<file path="config.mk">
export PLATFORM = sky130hd
export DESIGN_NAME = vga_vram_arbiter
export DESIGN_NICKNAME = d
export VERILOG_FILES = /design/src/rtl/vga_text_pkg.sv /design/src/rtl/vga_cursor_blink.sv /design/src/rtl/vga_vram_arbiter.sv
export SDC_FILE = /design/constraint.sdc
export NUM_CORES = 1
export LEC_CHECK = 0
export CORE_ASPECT_RATIO = 0.9
export CORE_MARGIN = 2
export CORE_UTILIZATION = 39
export DETAILED_ROUTE_END_ITERATION = 10
export DONT_BUFFER_PORTS = 1
export GPL_TIMING_DRIVEN = 0
export SYNTH_ARGS = -nofsm -noshare
export SYNTH_HDL_FRONTEND = slang
export SYNTH_SLANG_ARGS = --single-unit
</file>
<file path="constraint.sdc">
create_clock -name pclk -period 1.48 [get_ports pclk]
set_clock_uncertainty 0.2 [all_clocks]
set_input_delay 0.296 -clock pclk [delete_from_list [all_inputs] [get_ports pclk]]
set_output_delay 0.296 -clock pclk [all_outputs]
set_load 0.005 [all_outputs]
</file>
<file path="src/rtl/vga_text_pkg.sv">
// Shared constants and types for the VGA text-mode VRAM arbiter.
// The return-tag struct follows each RAM access through the two-stage return pipeline.
package vga_text_pkg;

  localparam int COLS         = 70;
  localparam int ROWS         = 30;
  localparam int ADDR_W       = 12;
  localparam int CELL_W       = 9;
  localparam int CELL_H       = 16;
  localparam int BLINK_FRAMES = 30;

  localparam logic [7:0] SPACE_CODE = 8'h20;

  typedef enum logic [1:0] {
    ACC_NONE,
    ACC_SCAN,
    ACC_CPU_RD,
    ACC_CPU_WR
  } acc_t;

  typedef struct packed {
    acc_t acc;
    logic oor;   // access was out of range, so the RAM was not enabled
    logic hit;   // scan access matched the visible cursor cell
  } ret_tag_t;

  localparam ret_tag_t TAG_IDLE = '{acc: ACC_NONE, oor: 1'b0, hit: 1'b0};

endpackage

</file>
<file path="src/rtl/vga_cursor_blink.sv">
// Cursor blink timer: counts frame_start pulses and toggles cursor_on
// every BLINK_FRAMES frames.
module vga_cursor_blink #(
  parameter int BLINK_FRAMES = 30
) (
  input  logic pclk,
  input  logic reset,
  input  logic frame_start_i,
  output logic cursor_on_o
);

  localparam int CNT_W = (BLINK_FRAMES > 1) ? $clog2(BLINK_FRAMES) : 1;

  logic [CNT_W-1:0] frame_cnt_q, frame_cnt_d;
  logic             cursor_on_q, cursor_on_d;

  always_comb begin
    frame_cnt_d = frame_cnt_q;
    cursor_on_d = cursor_on_q;
    if (frame_start_i) begin
      if (frame_cnt_q == CNT_W'(BLINK_FRAMES - 1)) begin
        frame_cnt_d = '0;
        cursor_on_d = !cursor_on_q;
      end else begin
        frame_cnt_d = frame_cnt_q + CNT_W'(1);
      end
    end
  end

  // NOTE: state registers use non-blocking assignments so every flop samples pre-edge values.
  always_ff @(posedge pclk or negedge reset) begin
    if (!reset) begin
      frame_cnt_q <= '0;
      cursor_on_q <= 1'b0;
    end else begin
      frame_cnt_q <= frame_cnt_d;
      cursor_on_q <= cursor_on_d;
    end
  end

  assign cursor_on_o = cursor_on_q;

endmodule

</file>
<file path="src/rtl/vga_vram_arbiter.sv">
// Single-port VRAM arbiter: scan fetches have strict priority, CPU accesses fill idle
// slots. Fixed latencies: scan data 3 cycles after scan_req, CPU read data 2 after cpu_gnt.
module vga_vram_arbiter #(
  parameter int         COLS         = vga_text_pkg::COLS,
  parameter int         ROWS         = vga_text_pkg::ROWS,
  parameter int         ADDR_W       = vga_text_pkg::ADDR_W,
  parameter int         BLINK_FRAMES = vga_text_pkg::BLINK_FRAMES,
  parameter logic [7:0] SPACE_CODE   = vga_text_pkg::SPACE_CODE
) (
  input  logic              pclk,
  input  logic              reset,
  input  logic              scan_req,
  input  logic [4:0]        scan_row,
  input  logic [6:0]        scan_col,
  output logic [7:0]        scan_data,
  output logic              scan_vld,
  output logic              cursor_hit,
  output logic              scan_overrun,
  input  logic              cpu_req,
  input  logic              cpu_we,
  input  logic [ADDR_W-1:0] cpu_addr,
  input  logic [7:0]        cpu_wdata,
  output logic              cpu_gnt,
  output logic [7:0]        cpu_rdata,
  output logic              cpu_rvalid,
  input  logic [ADDR_W-1:0] cursor_pos,
  input  logic              frame_start,
  output logic              ram_en,
  output logic              ram_we,
  output logic [ADDR_W-1:0] ram_addr,
  output logic [7:0]        ram_wdata,
  input  logic [7:0]        ram_rdata
);

  import vga_text_pkg::*;

  localparam int CELLS = COLS * ROWS;

  logic              cursor_on;
  logic              scan_in_range, cpu_in_range;
  logic [ADDR_W-1:0] scan_lin;
  logic              issue_scan, issue_cpu;

  logic              scan_pend_q, scan_pend_d;
  logic [ADDR_W-1:0] scan_addr_q, scan_addr_d;
  logic              scan_inr_q, scan_inr_d;
  logic              scan_overrun_q, scan_overrun_d;

  logic              ram_en_q, ram_en_d;
  logic              ram_we_q, ram_we_d;
  logic [ADDR_W-1:0] ram_addr_q, ram_addr_d;
  logic [7:0]        ram_wdata_q, ram_wdata_d;
  logic              cpu_gnt_q, cpu_gnt_d;

  ret_tag_t          tag1_q, tag1_d;
  ret_tag_t          tag2_q, tag2_d;

  logic [7:0]        scan_data_q, scan_data_d;
  logic              scan_vld_q, scan_vld_d;
  logic              cursor_hit_q, cursor_hit_d;
  logic [7:0]        cpu_rdata_q, cpu_rdata_d;
  logic              cpu_rvalid_q, cpu_rvalid_d;

  vga_cursor_blink #(
    .BLINK_FRAMES (BLINK_FRAMES)
  ) u_blink (
    .pclk          (pclk),
    .reset         (reset),
    .frame_start_i (frame_start),
    .cursor_on_o   (cursor_on)
  );

  assign scan_in_range = (int'(scan_row) < ROWS) && (int'(scan_col) < COLS);
  assign scan_lin      = ADDR_W'(int'(scan_row) * COLS + int'(scan_col));
  assign cpu_in_range  = int'(cpu_addr) < CELLS;

  // A scan_req arriving this cycle blocks the CPU too, so the scan gets the next slot.
  assign issue_scan = scan_pend_q && !scan_req;
  assign issue_cpu  = cpu_req && !scan_pend_q && !scan_req;

  always_comb begin
    // NOTE: every variable gets a default first so no latch can be inferred.
    scan_pend_d    = scan_pend_q;
    scan_addr_d    = scan_addr_q;
    scan_inr_d     = scan_inr_q;
    scan_overrun_d = scan_overrun_q;
    ram_en_d       = 1'b0;
    ram_we_d       = 1'b0;
    ram_addr_d     = '0;
    ram_wdata_d    = '0;
    cpu_gnt_d      = 1'b0;
    tag1_d         = TAG_IDLE;
    tag2_d         = tag1_q;
    scan_data_d    = scan_data_q;
    scan_vld_d     = 1'b0;
    cursor_hit_d   = 1'b0;
    cpu_rdata_d    = cpu_rdata_q;
    cpu_rvalid_d   = 1'b0;

    if (issue_scan) scan_pend_d = 1'b0;

    // A newer request replaces a still-pending one; only the newer one returns data.
    if (scan_req) begin
      scan_pend_d    = 1'b1;
      scan_addr_d    = scan_lin;
      scan_inr_d     = scan_in_range;
      scan_overrun_d = scan_overrun_q | scan_pend_q;
    end

    if (issue_scan) begin
      ram_en_d   = scan_inr_q;
      ram_addr_d = scan_addr_q;
      tag1_d     = '{acc: ACC_SCAN, oor: !scan_inr_q,
                     hit: (scan_addr_q == cursor_pos) && cursor_on};
    end else if (issue_cpu) begin
      cpu_gnt_d   = 1'b1;
      ram_en_d    = cpu_in_range;
      ram_we_d    = cpu_we && cpu_in_range;
      ram_addr_d  = cpu_addr;
      ram_wdata_d = cpu_wdata;
      tag1_d      = '{acc: cpu_we ? ACC_CPU_WR : ACC_CPU_RD, oor: !cpu_in_range, hit: 1'b0};
    end

    // tag2_q lines up with the cycle in which ram_rdata holds this access's data.
    case (tag2_q.acc)
      ACC_SCAN: begin
        scan_vld_d   = 1'b1;
        scan_data_d  = tag2_q.oor ? SPACE_CODE : ram_rdata;
        cursor_hit_d = tag2_q.hit;
      end
      ACC_CPU_RD: begin
        cpu_rvalid_d = 1'b1;
        cpu_rdata_d  = tag2_q.oor ? 8'h00 : ram_rdata;
      end
      default: ;
    endcase
  end

  always_ff @(posedge pclk or negedge reset) begin
    if (!reset) begin
      scan_pend_q    <= 1'b0;
      scan_addr_q    <= '0;
      scan_inr_q     <= 1'b0;
      scan_overrun_q <= 1'b0;
      ram_en_q       <= 1'b0;
      ram_we_q       <= 1'b0;
      ram_addr_q     <= '0;
      ram_wdata_q    <= '0;
      cpu_gnt_q      <= 1'b0;
      tag1_q         <= TAG_IDLE;
      tag2_q         <= TAG_IDLE;
      scan_data_q    <= '0;
      scan_vld_q     <= 1'b0;
      cursor_hit_q   <= 1'b0;
      cpu_rdata_q    <= '0;
      cpu_rvalid_q   <= 1'b0;
    end else begin
      scan_pend_q    <= scan_pend_d;
      scan_addr_q    <= scan_addr_d;
      scan_inr_q     <= scan_inr_d;
      scan_overrun_q <= scan_overrun_d;
      ram_en_q       <= ram_en_d;
      ram_we_q       <= ram_we_d;
      ram_addr_q     <= ram_addr_d;
      ram_wdata_q    <= ram_wdata_d;
      cpu_gnt_q      <= cpu_gnt_d;
      tag1_q         <= tag1_d;
      tag2_q         <= tag2_d;
      scan_data_q    <= scan_data_d;
      scan_vld_q     <= scan_vld_d;
      cursor_hit_q   <= cursor_hit_d;
      cpu_rdata_q    <= cpu_rdata_d;
      cpu_rvalid_q   <= cpu_rvalid_d;
    end
  end

  assign scan_data    = scan_data_q;
  assign scan_vld     = scan_vld_q;
  assign cursor_hit   = cursor_hit_q;
  assign scan_overrun = scan_overrun_q;
  assign cpu_gnt      = cpu_gnt_q;
  assign cpu_rdata    = cpu_rdata_q;
  assign cpu_rvalid   = cpu_rvalid_q;
  assign ram_en       = ram_en_q;
  assign ram_we       = ram_we_q;
  assign ram_addr     = ram_addr_q;
  assign ram_wdata    = ram_wdata_q;

endmodule

</file>
==> results.ini, run 1 <==
[timing]
hold_viol_final = 70
layout_min_cycle_time_ps = 2500
final-setup-viol-count = 8
fin_crit_sh = 1.69
whs_ps = -559
fmax_mhz = 400
slew_headroom = 0.704
worst_pin_slew_ps = 445
rsz0062_at_grt = yes
setup_tns_ps = -6060
finalWorstSetupSlack_ps = -1020
slew_violations = 0

[final_layout]
finalCoreUtilization = 0.544
syn_to_final_growth_pct = 35.1
mostFrequentLayoutCell = dfrtp_1
final_area_um2 = 4680
layout_common_cells = 70 x dfrtp_1, 39 x dlygate4sd3_1, 22 x nand2_1
diodes = 0
drive_gt1_frac = 0.223
final_cells = 504
final_nets = 461

[yosys]
async_flop_share = 1.00
synth_compound_area_frac = 0.167
synthSimpleGateAreaFrac = 0.143
ys.flop_type = dfrtp_1
synth_top_family_by_area = compound AO/OA/AOI/OAI gates
yosys_warnings = 0
netlist_instances = 316
muxShareOfSynthArea = 0.0224
syn_nets = 397
synth-edff-count = 0
ys_ff_latch = 70
synth_xor_area_frac = 0.0480
synth_seq_area_share = 0.506
synth_fa_ha_area_frac = 0.0874
avgSynthCellArea_um2 = 11.0
synth_area_um2 = 3460
yosys.cell_types.count = 55

[power]
internal_power_mw = 3.97
sequentialPowerShare = 0.441
clkPwrFrac = 0.303
power_leakage_nw = 2.03
power.switching_mw = 1.67
p_sw_frac = 0.296
p_comb_frac = 0.256
power.density_nw_per_um2 = 1200
ir_drop_v = 0.000660

[clocking]
root_buffer = clkbuf_8
cts_buffers = 9
clock_path_buffers = 2
clock_latency_ps = 340
cts_tree = yes
postCtsHoldBufs = 40
cts_htree_levels = 3
clk_pin_slew_ps = 80
clock-sinks = 70

[min_path]
hp-class = in -> async

[floorplanning]
placeableCoreArea_um2 = 8610
dieArea_um2 = 9650
die_w_um = 103
num_rows = 32
pin_count = 101
die_h_um = 93.4
start_util = 0.402

[place]
port_buffers = 0
post-place-cells = 435
place.gp.congestion = 0.866
placed_area_um2 = 3820
dp_hpwl_um = 6040

[critical_path]
cp-start-kind = primary input
slowest_stage = fa_2
worstSetupEndpointType = register
max_stage_delay_ps = 600
cp_cell_sequence = ha_4, inv_2, ha_4, inv_2, fa_2, and4b_1, a221o_1, buf_4, a2111oi_4, a211o_1, o211ai_1
worstPathRequired_ps = 1500
crit_arrival_ps = 2510
r2r_start = u_blink.frame_cnt_q[1]
crit_start = scan_row[4]
crit_type = in -> reg
crit_fanout = 7
cp_top_family = adder cells
path_buf_inv = 3

[grt]
track_usage = 0.183
globalRouteOverflowTotal = 0
grt_max_degree = 71
grt_pass1_wl_um = 13400
grt_pass1_vias = 2681
antenna_found_initial = 0

[job]
drv_cap = 0

[routing]
vias = 2718
first_pass_iters = 4
avgViaCountPerCell = 5.39
drt.antenna.violating_nets = 0
drc = 0
wl_per_cell_um = 17.6
wl_um = 8850
drtIter0Drc = 144

[status]
status = finished with violations
violations = hold timing, setup timing

-- synth_stat cells (4+ instances only) --
library cell,count,area share
a22o_1,13,0.033
nand2b_1,12,0.022
a21oi_1,7,0.010
ha_1,21,0.076
mux2_2,6,0.020
nand2_1,22,0.024
nor2_1,12,0.013
dfrtp_1,70,0.51
inv_1,14,0.015
clkbuf_1,8,0.0087
xnor2_1,16,0.040
nor3_1,6,0.0087
a21o_1,5,0.011
nand3_1,8,0.012
a211oi_1,4,0.0087
and2_1,10,0.018
o21ai_0,25,0.036
-- worst register-to-register path: stages (launching register included) --
cell	delay [ps]
dfrtp_1	380
inv_1	80
ha_2	190
and4_4	270
o21ai_0	80
nand2_1	90
o21ai_0	70
-- metal layers --
layer,vias up,GRT usage,part of all wire
li1,1272,-,-
met1,1335,0.228,0.41
met2,101,0.306,0.51
met3,10,0.0448,0.058
met4,0,0.0647,0.015
met5,-,0,0
-- final cells by class --
type | instances | area [µm²]
clock inverters | 6 | 93.8
plain buffers | 9 | 55.1
flip-flops and latches | 70 | 1750
clock buffers | 10 | 128
multi-input cells | 222 | 1930
inverters | 15 | 63.8
repair buffers | 53 | 512
fillers | 731 | 3930
well taps | 119 | 149
-- cells by family (layout without fill, tap and decap cells) --
logic type / after synthesis / in the layout
AO/OA/AOI/OAI: 82 / 82
AND/OR/NAND/NOR: 91 / 91
flip-flops: 70 / 70
XOR/XNOR: 19 / 19
multiplexers: 7 / 7
adder cells (fa/ha/maj): 23 / 23
buffers and inverters: 24 / 93
-- timing repair --
action | in CTS | in global routing
setup endpoints to repair | 44 | 44
gates resized for setup | 13 | 27
pin swaps | 10 | 12
hold endpoints to repair | 115 | 70
gates cloned | 0 | 0
setup buffers | 8 | 5
-- flip-flops by register name (all words and copies together), names as in the netlist, 3 cells and up --
name                 cells
scan_addr_q             12
scan_data                8
u_blink.frame_cnt_q      5
ram_addr                12
tag1_q                   3
cpu_rdata                8
tag2_q                   4
ram_wdata                8
-- metrics by stage --
step                      power [mW]  worst slack (ps)
after floorplan                 3.37             -1300
after global placement          3.60             -1460
after detailed placement        3.63             -1460
after CTS                       5.50             -1020
after global routing            5.95             -1080
final                           5.64             -1020
-- path summary, 6_finish.rpt --
kind / end / slack [ps] / cells past startpoint
setup / recovery: scan_addr_q[10] / -1020 / 11
hold / removal: ram_addr[5] / -560 / 0
setup reg to reg: u_blink.frame_cnt_q[2] / 30 / 6
hold reg to reg: tag2_q[2] / 150 / 0
max in group asynchronous: tag1_q[1] / 1530 / 0
min in group pclk: tag1_q[0] / 30 / 3
-- power by group through the flow --
stage | combinational, mW | clock (mW) | sequential (mW)
after CTS | 1.29 | 1.74 | 2.47
after floorplan | 0.937 | 0 | 2.43
final | 1.44 | 1.71 | 2.48
after global placement | 1.09 | 0 | 2.50
after global routing | 1.59 | 1.84 | 2.52
after detailed placement | 1.12 | 0 | 2.51
Note: power is estimated with default switching activity, not from simulation.
==> run 2: changes to the inputs <==
CORE_ASPECT_RATIO = 1.5   (was 0.9)
==> run 2 against run 1 <==
  * The flow still finishes with violations (hold timing, setup timing)
  * Sequential power barely moved
  * Worst hold slack better by 19 ps
  * Global-route usage up 0.49 points
  * Highest routed layer unchanged
  * Wire length fell by 0.36%
  * Critical path depth decreased by 1
  * Final area grew 0.37%
  * Critical endpoint is now scan_addr_q[11]
  * Die area is 0.15% higher
  * Cell count is 2.0% lower
  * Fmax fell by 2.8%
  * Combinational power is essentially flat
  * Utilization decreased by 0.52 points
  * Largest cell class unchanged
  * First-iteration DRC count decreased by 15%
==> results.ini, run 2 (synthesized netlist as in run 1, its figures left out) <==
[status]
status = finished with violations
violations = hold timing, setup timing

[floorplanning]
die_h_um = 119
placeableCoreArea_um2 = 8720
start_util = 0.397
pin_count = 101
num_rows = 42
dieArea_um2 = 9670
die_w_um = 81.0

[clocking]
postCtsHoldBufs = 39
cts_buffers = 9
cts_tree = yes
root_buffer = clkbuf_16
clk_pin_slew_ps = 50
clock_path_buffers = 2
cts_htree_levels = 3
clock-sinks = 70
clock_latency_ps = 330

[final_layout]
drive_gt1_frac = 0.221
mostFrequentLayoutCell = dfrtp_1
finalCoreUtilization = 0.539
diodes = 0
final_nets = 460
layout_common_cells = 70 x dfrtp_1, 39 x dlygate4sd3_1, 21 x nand2_1
regArea_um2 = 1750
fill_cells = 778
syn_to_final_growth_pct = 35.6
multi_input_area_um2 = 1930

[grt]
antenna_found_initial = 0
grt_max_degree = 71
globalRouteOverflowTotal = 0
grt_pass1_vias = 2772
track_usage = 0.188
grt_pass1_wl_um = 13800

[power]
power_leakage_nw = 2.06
internal_power_mw = 4.15
p_comb_frac = 0.252
p_sw_frac = 0.290
ir_drop_v = 0.00109
power.density_nw_per_um2 = 1240
power.switching_mw = 1.69
sequentialPowerShare = 0.424
clkPwrFrac = 0.323

[critical_path]
r2r_cells = 6
worstPathRequired_ps = 1480
crit_arrival_ps = 2570
crit_type = in -> reg
worstSetupEndpointType = register
crit_fanout = 7
cp-start-kind = primary input
r2r_slack_ps = 30

[timing]
worst_pin_slew_ps = 487
slew_violations = 0
fin_crit_sh = 1.74
final-setup-viol-count = 8
slew_headroom = 0.675
whs_ps = -540
layout_min_cycle_time_ps = 2570
fmax_mhz = 389
rsz0062_at_grt = yes
finalWorstSetupSlack_ps = -1090
hold_viol_final = 70

[job]
drv_cap = 0

[routing]
drtIter0Drc = 123
wl_per_cell_um = 17.9
avgViaCountPerCell = 5.43
vias = 2682
first_pass_iters = 4
drc = 0
wl_um = 8820
drt.antenna.violating_nets = 0

[place]
dp_hpwl_um = 6180
place.gp.congestion = 0.855
port_buffers = 0

[min_path]
hp-class = in -> async

==> run 2: cell types whose count changed in the layout (fill, tap and decap cells not counted), moves of 2 or more <==
cell / previous run / this run
inv_6: 2 / 0
nand2b_1: 10 / 12
xnor2_1: 16 / 14
bufinv_16: 2 / 0
nand2b_2: 3 / 1
clkbuf_16: 0 / 9
xnor2_2: 0 / 2
clkbuf_8: 9 / 0
clkinv_2: 0 / 5
==> run 2: worst max-delay path, stage by stage <==
cell and delay, ps:
ha_4 220, inv_4 50, ha_4 110, inv_2 30, fa_2 600, and4b_1 210, a221o_1 370, or2_0 260
o41ai_2 300, nand3_1 110
==> run 2: path summary, 6_finish.rpt <==
kind                                         from                endpoint
setup / recovery                      scan_row[4]         scan_addr_q[11]
hold / removal                              reset  u_blink.frame_cnt_q[4]
setup reg to reg           u_blink.frame_cnt_q[1]  u_blink.frame_cnt_q[2]
hold reg to reg                         tag1_q[2]               tag2_q[2]
max in group asynchronous                   reset  u_blink.frame_cnt_q[0]
min in group pclk                        scan_req                 cpu_gnt
==> run 2: power groups by stage <==
stage,clock [mW],combinational [mW],sequential [mW]
finish,1.89,1.47,2.48
global route,2.04,1.62,2.52
CTS,1.93,1.31,2.47
detailed placement,0,1.12,2.50
global placement,0,1.09,2.49
floorplan,0,0.937,2.43
==> run 2: per-stage QoR <==
stage               cells  instance area, µm²  worst slack (ps)  TNS [ps]  power (mW)
floorplan             316                3680             -1300     -8090        3.37
global placement      426                3810             -1460    -14140        3.57
detailed placement    426                3810             -1480    -14570        3.62
CTS                   487                4570             -1080     -6280        5.70
global route          494                4700             -1190     -6990        6.19
finish                494                4700             -1090     -6330        5.84
==> run 2: cell type report <==
type / instances / share of cell area
Multi-Input combinational cell: 222 / 0.410
Inverter: 15 / 0.0141
Sequential cell: 70 / 0.373
Buffer: 9 / 0.0101
Clock inverter: 7 / 0.00879
Clock buffer: 9 / 0.0479
Timing Repair Buffer: 52 / 0.107
Tap cell: 110 / 0.0293
==> run 2: routing by layer <==
layer	track usage	up-vias	part of all wire
met2	0.340	88	0.55
met3	0.0591	12	0.070
li1	-	1264	-
met1	0.197	1318	0.36
met4	0.0720	0	0.018
met5	0	-	0
==> run 2: repair_timing <==
| item | CTS | global route |
|---|---|---|
| resized for setup | 14 | 25 |
| setup buffers | 6 | 7 |
| endpoints found under the setup margin | 33 | 26 |
| hold endpoints to repair | 114 | 71 |
| pin swaps | 12 | 9 |
